## config.mk

```make
export PLATFORM = sky130hd
export DESIGN_NAME = prog_sequencer
export DESIGN_NICKNAME = d
export VERILOG_FILES = /design/src/rtl/prog_sequencer.sv
export SDC_FILE = /design/constraint.sdc
export NUM_CORES = 1
export LEC_CHECK = 0
export ABC_CLOCK_PERIOD_IN_PS = 1830
export BUFFER_PORTS_ARGS = -buffer_cell sky130_fd_sc_hd__buf_4
export CAP_MARGIN = 5
export CORE_ASPECT_RATIO = 1.25
export CORE_UTILIZATION = 45
export CTS_BUF_LIST = sky130_fd_sc_hd__clkbuf_8
export DETAILED_ROUTE_END_ITERATION = 10
export HOLD_SLACK_MARGIN = 0.05
export PLACE_DENSITY = 0.81
export SKIP_CTS_REPAIR_TIMING = 1
export SYNTH_ARGS = -nofsm -noshare
export SYNTH_HDL_FRONTEND = slang
export SYNTH_SLANG_ARGS = --single-unit
```

## constraint.sdc

```tcl
create_clock -name Clk -period 1.83 [get_ports Clk]
set_input_delay 0.366 -clock Clk [delete_from_list [all_inputs] [get_ports Clk]]
set_output_delay 0.366 -clock Clk [all_outputs]
set_load 0.05 [all_outputs]
```

## src/rtl/prog_sequencer.sv

```systemverilog
// Run controller for the 9-bit core: owns the program counter, the Start/Ack
// handshake, branch next-PC selection and the RUN-cycle watchdog.
module prog_sequencer #(
  parameter int unsigned T       = 10,
  parameter int unsigned W       = 8,
  parameter int unsigned CW      = 16,
  parameter int unsigned MAX_CYC = 4000,
  parameter int unsigned P0_ADDR = 0,
  parameter int unsigned P1_ADDR = 256,
  parameter int unsigned P2_ADDR = 512
) (
  input  logic          Clk,
  input  logic          Reset,
  input  logic          Start,
  input  logic [1:0]    ProgSel,
  input  logic          BranchEZ,
  input  logic          BranchNZ,
  input  logic          BranchAlways,
  input  logic          Done_in,
  input  logic [W-1:0]  BranchTarget,
  input  logic [W-1:0]  CondVal,
  output logic [T-1:0]  ProgCtr,
  output logic [T-1:0]  ProgCtr_p1,
  output logic          Exec,
  output logic          Busy,
  output logic          Ack,
  output logic          Timeout,
  output logic [CW-1:0] CycleCount
);

  typedef enum logic [1:0] {StIdle, StLoad, StRun, StDone} state_e;

  localparam logic [T-1:0]  Entry0   = T'(P0_ADDR);
  localparam logic [T-1:0]  Entry1   = T'(P1_ADDR);
  localparam logic [T-1:0]  Entry2   = T'(P2_ADDR);
  localparam logic [CW-1:0] LastCyc  = CW'(MAX_CYC - 1);

  state_e         state;
  logic           taken;
  logic [T-1:0]   entry_pc;
  logic [T-1:0]   branch_pc;

  // PC+1 doubles as the JAL link value, so it wraps silently at 2**T.
  assign ProgCtr_p1 = ProgCtr + T'(1);

  // Outputs decoded straight from the registered state.
  assign Exec = (state == StRun);
  assign Busy = (state == StLoad) || (state == StRun);
  assign Ack  = (state == StDone);

  // Branch decision and target; the page bits come from PC+1 to match the link.
  always_comb begin
    taken     = BranchAlways
              | (BranchEZ & (CondVal == '0))
              | (BranchNZ & (CondVal != '0));
    branch_pc = {ProgCtr_p1[T-1:W], BranchTarget};
  end

  // Entry-point select; ProgSel=3 aliases program 0.
  always_comb begin
    entry_pc = Entry0;
    unique case (ProgSel)
      2'd1:    entry_pc = Entry1;
      2'd2:    entry_pc = Entry2;
      default: entry_pc = Entry0;
    endcase
  end

  // Sequencer FSM with PC, cycle counter and timeout flag.
  always_ff @(posedge Clk) begin
    if (Reset) begin
      state      <= StIdle;
      ProgCtr    <= '0;
      CycleCount <= '0;
      Timeout    <= 1'b0;
    end else begin
      unique case (state)
        StIdle: begin
          if (Start) begin
            state      <= StLoad;
            ProgCtr    <= entry_pc;
            CycleCount <= '0;
            Timeout    <= 1'b0;
          end
        end
        // One cycle for the instruction-ROM read; PC held.
        StLoad: state <= StRun;
        StRun: begin
          CycleCount <= CycleCount + CW'(1);
          if (Done_in) begin
            state   <= StDone;
            Timeout <= 1'b0;
          end else if (CycleCount == LastCyc) begin
            // The instruction in this cycle still executes; only the PC stops.
            state   <= StDone;
            Timeout <= 1'b1;
          end else if (taken) begin
            ProgCtr <= branch_pc;
          end else begin
            ProgCtr <= ProgCtr_p1;
          end
        end
        StDone: begin
          if (!Start) state <= StIdle;
        end
        default: state <= StIdle;
      endcase
    end
  end

endmodule

```

# --- Yosys cells after proc, flatten, opt, wreduce, memory -nomap -nowiden ---
# Cells that the tools add are included.
totals:
  regBits: 29
  input_bits: 25
  output_inout_bits: 40
  word_cells: 47
classes:
  n_addsub: 2
  n_eq_ne: 11
  muxes: 17
  bitwise_logic: 4
  n_reduce_logical: 9
ops:
  columns: ["op", "count"]
  rows:
  - ["one-hot mux 10 bit (2 select lines)", 2]
  - ["one-hot mux 16 bit (2 select lines)", 1]
  - ["two-way mux 10 bit", 3]
  - ["adder 16 x 1 -> 16 bit, second input constant", 1]
  - ["== test 16 x 12 -> 1 bit, second input constant", 1]
  - ["two-way mux 16 bit", 1]
  - ["adder 10 x 1 -> 10 bit, second input constant", 1]
  - ["zero test 8 bit", 1]
  - ["two-way mux 2 bit", 4]
  - ["two-way mux 8 bit", 1]
  - ["inequality test 2 bit, second input constant", 4]
  - ["one-hot mux 2 bit (4 select lines)", 1]
  - ["nonzero test 8 bit", 1]
  - ["== test 2 bit, second input constant", 3]
  - ["AND reduction 3 bit", 2]
  - ["== test 2 x 1 -> 1 bit, second input constant", 2]
  - ["AND reduction 4 bit", 1]
  - ["two-way mux 1 bit", 3]
  - ["inequality test 3 x 2 -> 1 bit, second input constant", 1]
  - ["AND 1 bit", 2]
  - ["zero test 2 bit", 1]
  - ["OR 1 bit", 2]
  - ["one-hot mux 1 bit (2 select lines)", 1]
  - ["AND reduction 2 bit", 1]
  - ["other kinds (2)", 2]

# --- Depth between registers and ports, before layout ---
logic_depth:
  word_depth: 8
  depth_mapped: 8
  depth_no_buf: 7

# --- Least setup slack after synthesis ---
# OpenSTA, ideal clock, no wires.
synth_timing:
  kind: "register to output"
  startpoint: "reg ProgCtr[2]"
  endpoint: "out ProgCtr_p1[7]"
  arrival_time_ns: 2.210
  required_time_ns: 1.464
  path_slack_ns: -0.746
  stages_incl_launch_ff: 5
  n_path_buf: 1
  path_cell_list: "dfxtp_1 -> clkbuf_1 -> nand3_1 -> nor3_1 -> xor2_1"
synth_between:
  elab_chain_cells: 1
synth_lines:
  columns: ["element", "line", "text"]
  rows:
  - ["start: declaration", "22", "output logic [T-1:0] ProgCtr,"]
  - ["start signal: assignment", "81", "ProgCtr <= entry_pc;"]
  - ["start signal: assignment", "98", "ProgCtr <= branch_pc;"]
  - ["start signal: assignment", "100", "ProgCtr <= ProgCtr_p1;"]
  - ["adder 10 x 1 -> 10 bit", "44", "assign ProgCtr_p1 = ProgCtr + T'(1);"]
  - ["end: declaration", "23", "output logic [T-1:0] ProgCtr_p1,"]
# No other way between the ends.

# --- Worst setup path after layout ---
layout_timing:
  startpoint: "reg ProgCtr[1]"
  endpoint: "out ProgCtr_p1[6]"
# The elaborated chain is that of the path after synthesis.

==> results.sh <==
export IMPL_die_y_um=69.3
export IMPL_cap_viol_max_count=0
export IMPL_rrSetupSlack_ps=-120
export IMPL_place_gp_congestion=0.784
export IMPL_syn_nets=230
export IMPL_layout_setup_ws_ps=-144
export IMPL_cp_arrival_ps=1610
export IMPL_seqPwrFrac=0.301
export IMPL_p_sw_mw=0.848
export IMPL_start_kind="flop"
export IMPL_r2r_end="ProgCtr[2]"
export IMPL_synth_cells=200
export IMPL_track_usage=0.245
export IMPL_slew_viol_final=0
export IMPL_hold_class="in -> reg"
export IMPL_intPower_mw=1.45
export IMPL_hold_viol=0
export IMPL_ys_seq_area_frac=0.356
export IMPL_clk_path_buf_depth=2
export IMPL_overflow=0
export IMPL_yosysUniqueCellTypes=38
export IMPL_crit_family="simple AND/OR/NAND/NOR gates"
export IMPL_die_w_um=55.8
export IMPL_synth_area_mm2=0.00163
export IMPL_crit_fanout=4
export IMPL_numPortBuffers=64
export IMPL_first_pass_iters=4
export IMPL_critPathMaxStageDelay_ps=380
export IMPL_synth_seq_cells=29
export IMPL_rsz0062_at_grt="yes"
export IMPL_layout_common_cells="buf_4, nor2_1, nand2_1"
export IMPL_worstRegToRegCells=5
export IMPL_setup_viol=17
export IMPL_layout_drive_gt1_share=0.538
export IMPL_ctsRootBufferMaster="clkbuf_8"
export IMPL_final_net_count=328
export IMPL_worstSetupEndpointType="primary output"
export IMPL_numCtsBuffers=5
export IMPL_r2r_start="CycleCount[5]"
export IMPL_finalCriticalPeriod_ps=1970
export IMPL_drtAntennaViolNets=0
export IMPL_path_class="reg -> out"
export IMPL_worstMarginPinSlew_ps=430
export IMPL_p_sw_frac=0.369
export IMPL_min_to="CycleCount[1]"
export IMPL_htreeDepth=2
export IMPL_area_delta_synth_final_pct=71.5
export IMPL_drcViolationCount=0
export IMPL_hold_ws_ps=307
export IMPL_finalCritPeriodShare=1.08
export IMPL_clock_latency_ps=280
export IMPL_routedWlPerCell_um=13.6
export IMPL_dp_hpwl_um=3500
export IMPL_cts_tree="done"
export IMPL_cp_required_ps=1460
export IMPL_dpl_cell_area_mm2=0.00262
export IMPL_fin_area_mm2=0.00279
export IMPL_grt_max_degree=15
export IMPL_max_clock_freq_ghz=0.507
export IMPL_crit_chain="ha_4 > nand4_1 > nor2_4 > xor2_4 > buf_6"
export IMPL_relSlewSlack=0.708
export IMPL_routed_wl_um=4610
export IMPL_n_antenna_cell=0
export IMPL_grt_pass1_wl_um=7610
export IMPL_status="finished with violations"
export IMPL_final_common_cell="buf_4"
export IMPL_avgSynthCellArea_um2=8.15
export IMPL_clkPwrFrac=0.281
export IMPL_ys_warnings_count=0
export IMPL_clock_skew_ps=5.13
export IMPL_hold_path_depth=2
export IMPL_viasPerCell=5.47
export IMPL_clkTransAtPathRegs_ps=70
export IMPL_drt_initial_drc_count=45
export IMPL_p_per_area_mw_per_mm2=823
export IMPL_min_delay_start="Reset"
export IMPL_rows=24
export IMPL_critPathBufInv=1
export IMPL_ir_drop_v=0.00106
export IMPL_cts_sinks=29
export IMPL_comb_power_share=0.417
export IMPL_die_area_mm2=0.00387
export IMPL_io_pins=65
export IMPL_fillers=244
export IMPL_grt_pass1_vias=1735
export IMPL_critPathSlowestCell="dfxtp_4"
export IMPL_violations="setup timing"
export IMPL_core_area_mm2=0.00348
export IMPL_antenna_found_initial=0
export IMPL_initial_core_util=0.468
export IMPL_power_leakage_nw=1.24
export IMPL_vias=1850
==> power groups by stage <==
stage / sequential (mW) / clock [mW] / combinational, mW
2_1_floorplan: 0.773 / 0 / 0.562
3_3_place_gp: 0.704 / 0 / 0.928
3_5_place_dp: 0.705 / 0 / 0.940
4_1_cts: 0.692 / 0.653 / 0.943
5_1_grt: 0.699 / 0.684 / 1.03
6_report: 0.692 / 0.647 / 0.960
==> kinds of logic after synthesis <==
logic type | after synthesis | synth area share
flops | 29 | 0.356
xor+xnor | 19 | 0.102
buf+inv | 16 | 0.0369
compound gates | 27 | 0.114
mux | 11 | 0.0684
simple gates | 93 | 0.283
fa+ha+maj | 5 | 0.0384
==> stage by stage <==
stage / total power [mW] / instances / setup slack (ps) / util / TNS, ps
3_5_place_dp: 1.65 / 329 / -182 / 0.751 / -1310
5_1_grt: 2.41 / 338 / -208 / 0.802 / -3170
3_3_place_gp: 1.63 / 329 / -87.7 / 0.751 / -578
6_report: 2.30 / 338 / -144 / 0.802 / -1590
2_1_floorplan: 1.33 / 200 / -168 / - / -1240
4_1_cts: 2.29 / 337 / -204 / 0.781 / -1770
==> flip-flops by register name (all words and copies together) (netlist names) <==
signal / cells
CycleCount: 16
Timeout: 1
ProgCtr: 10
state: 2
==> layer usage <==
layer / GRT usage / wire length, um / vias to the layer above
li1: - / - / 903
met1: 0.279 / 1840 / 890
met2: 0.434 / 2450 / 48
met3: 0.0560 / 229 / 9
met4: 0.106 / 87 / 0
met5: 0 / 0 / -
==> worst reg2reg max path, cell delays in order (launching register included) <==
cell and delay, ps:
dfxtp_4 340, or4_4 530, or4_4 540, a21oi_4 290
nand2_1 100, o221ai_1 80
==> worst max path at each step <==
stage | startpoint | endpoint | cells after the start
2_1_floorplan | CycleCount[5] | Timeout | 4
3_3_place_gp | CycleCount[5] | Timeout | 4
3_5_place_dp | CondVal[1] | ProgCtr[5] | 7
4_1_cts | ProgCtr[2] | ProgCtr_p1[9] | 4
5_1_grt | CycleCount[5] | state[0] | 6
6_report | ProgCtr[1] | ProgCtr_p1[6] | 5
==> synth_stat cells <==
master,count,share of area
nor4_1,5,0.019
a31oi_1,1,0.0038
a311o_1,1,0.0061
and3_1,1,0.0038
o21ai_1,2,0.0061
dfxtp_1,29,0.36
xor2_1,9,0.048
or4_1,3,0.014
mux2_2,1,0.0069
or3_1,3,0.012
nand3_1,11,0.034
nor3_1,7,0.022
a21oi_2,1,0.0054
or2_2,2,0.0077
o21ai_0,5,0.015
inv_1,9,0.021
o32ai_1,1,0.0054
a21oi_1,5,0.015
nor2_1,26,0.060
or3b_2,1,0.0054
o31a_1,1,0.0054
buf_1,1,0.0023
o221ai_1,4,0.022
o311a_1,1,0.0061
a21boi_0,2,0.0092
xnor2_1,10,0.054
nor2b_1,2,0.0077
or4_4,1,0.0069
nor4b_1,1,0.0054
clkbuf_1,6,0.014
nand2_1,21,0.048
a31o_2,1,0.0054
a211oi_1,2,0.0092
ha_1,5,0.038
mux2i_1,10,0.061
nand2b_1,2,0.0077
nand4_2,1,0.0077
nand4_1,6,0.023
==> final cells by class <==
| class | count | area (um^2) | area share |
|---|---|---|---|
| clock buffers | 5 | 68.8 | 0.0246 |
| inverters | 9 | 33.8 | 0.0121 |
| clock inverters | 3 | 37.5 | 0.0134 |
| well taps | 39 | 48.8 | 0.0175 |
| multi-input cells | 155 | 1230 | 0.440 |
| flip-flops and latches | 29 | 624 | 0.223 |
| repair buffers | 98 | 751 | 0.269 |
No activity file was read; power rests on OpenSTA's default activity.
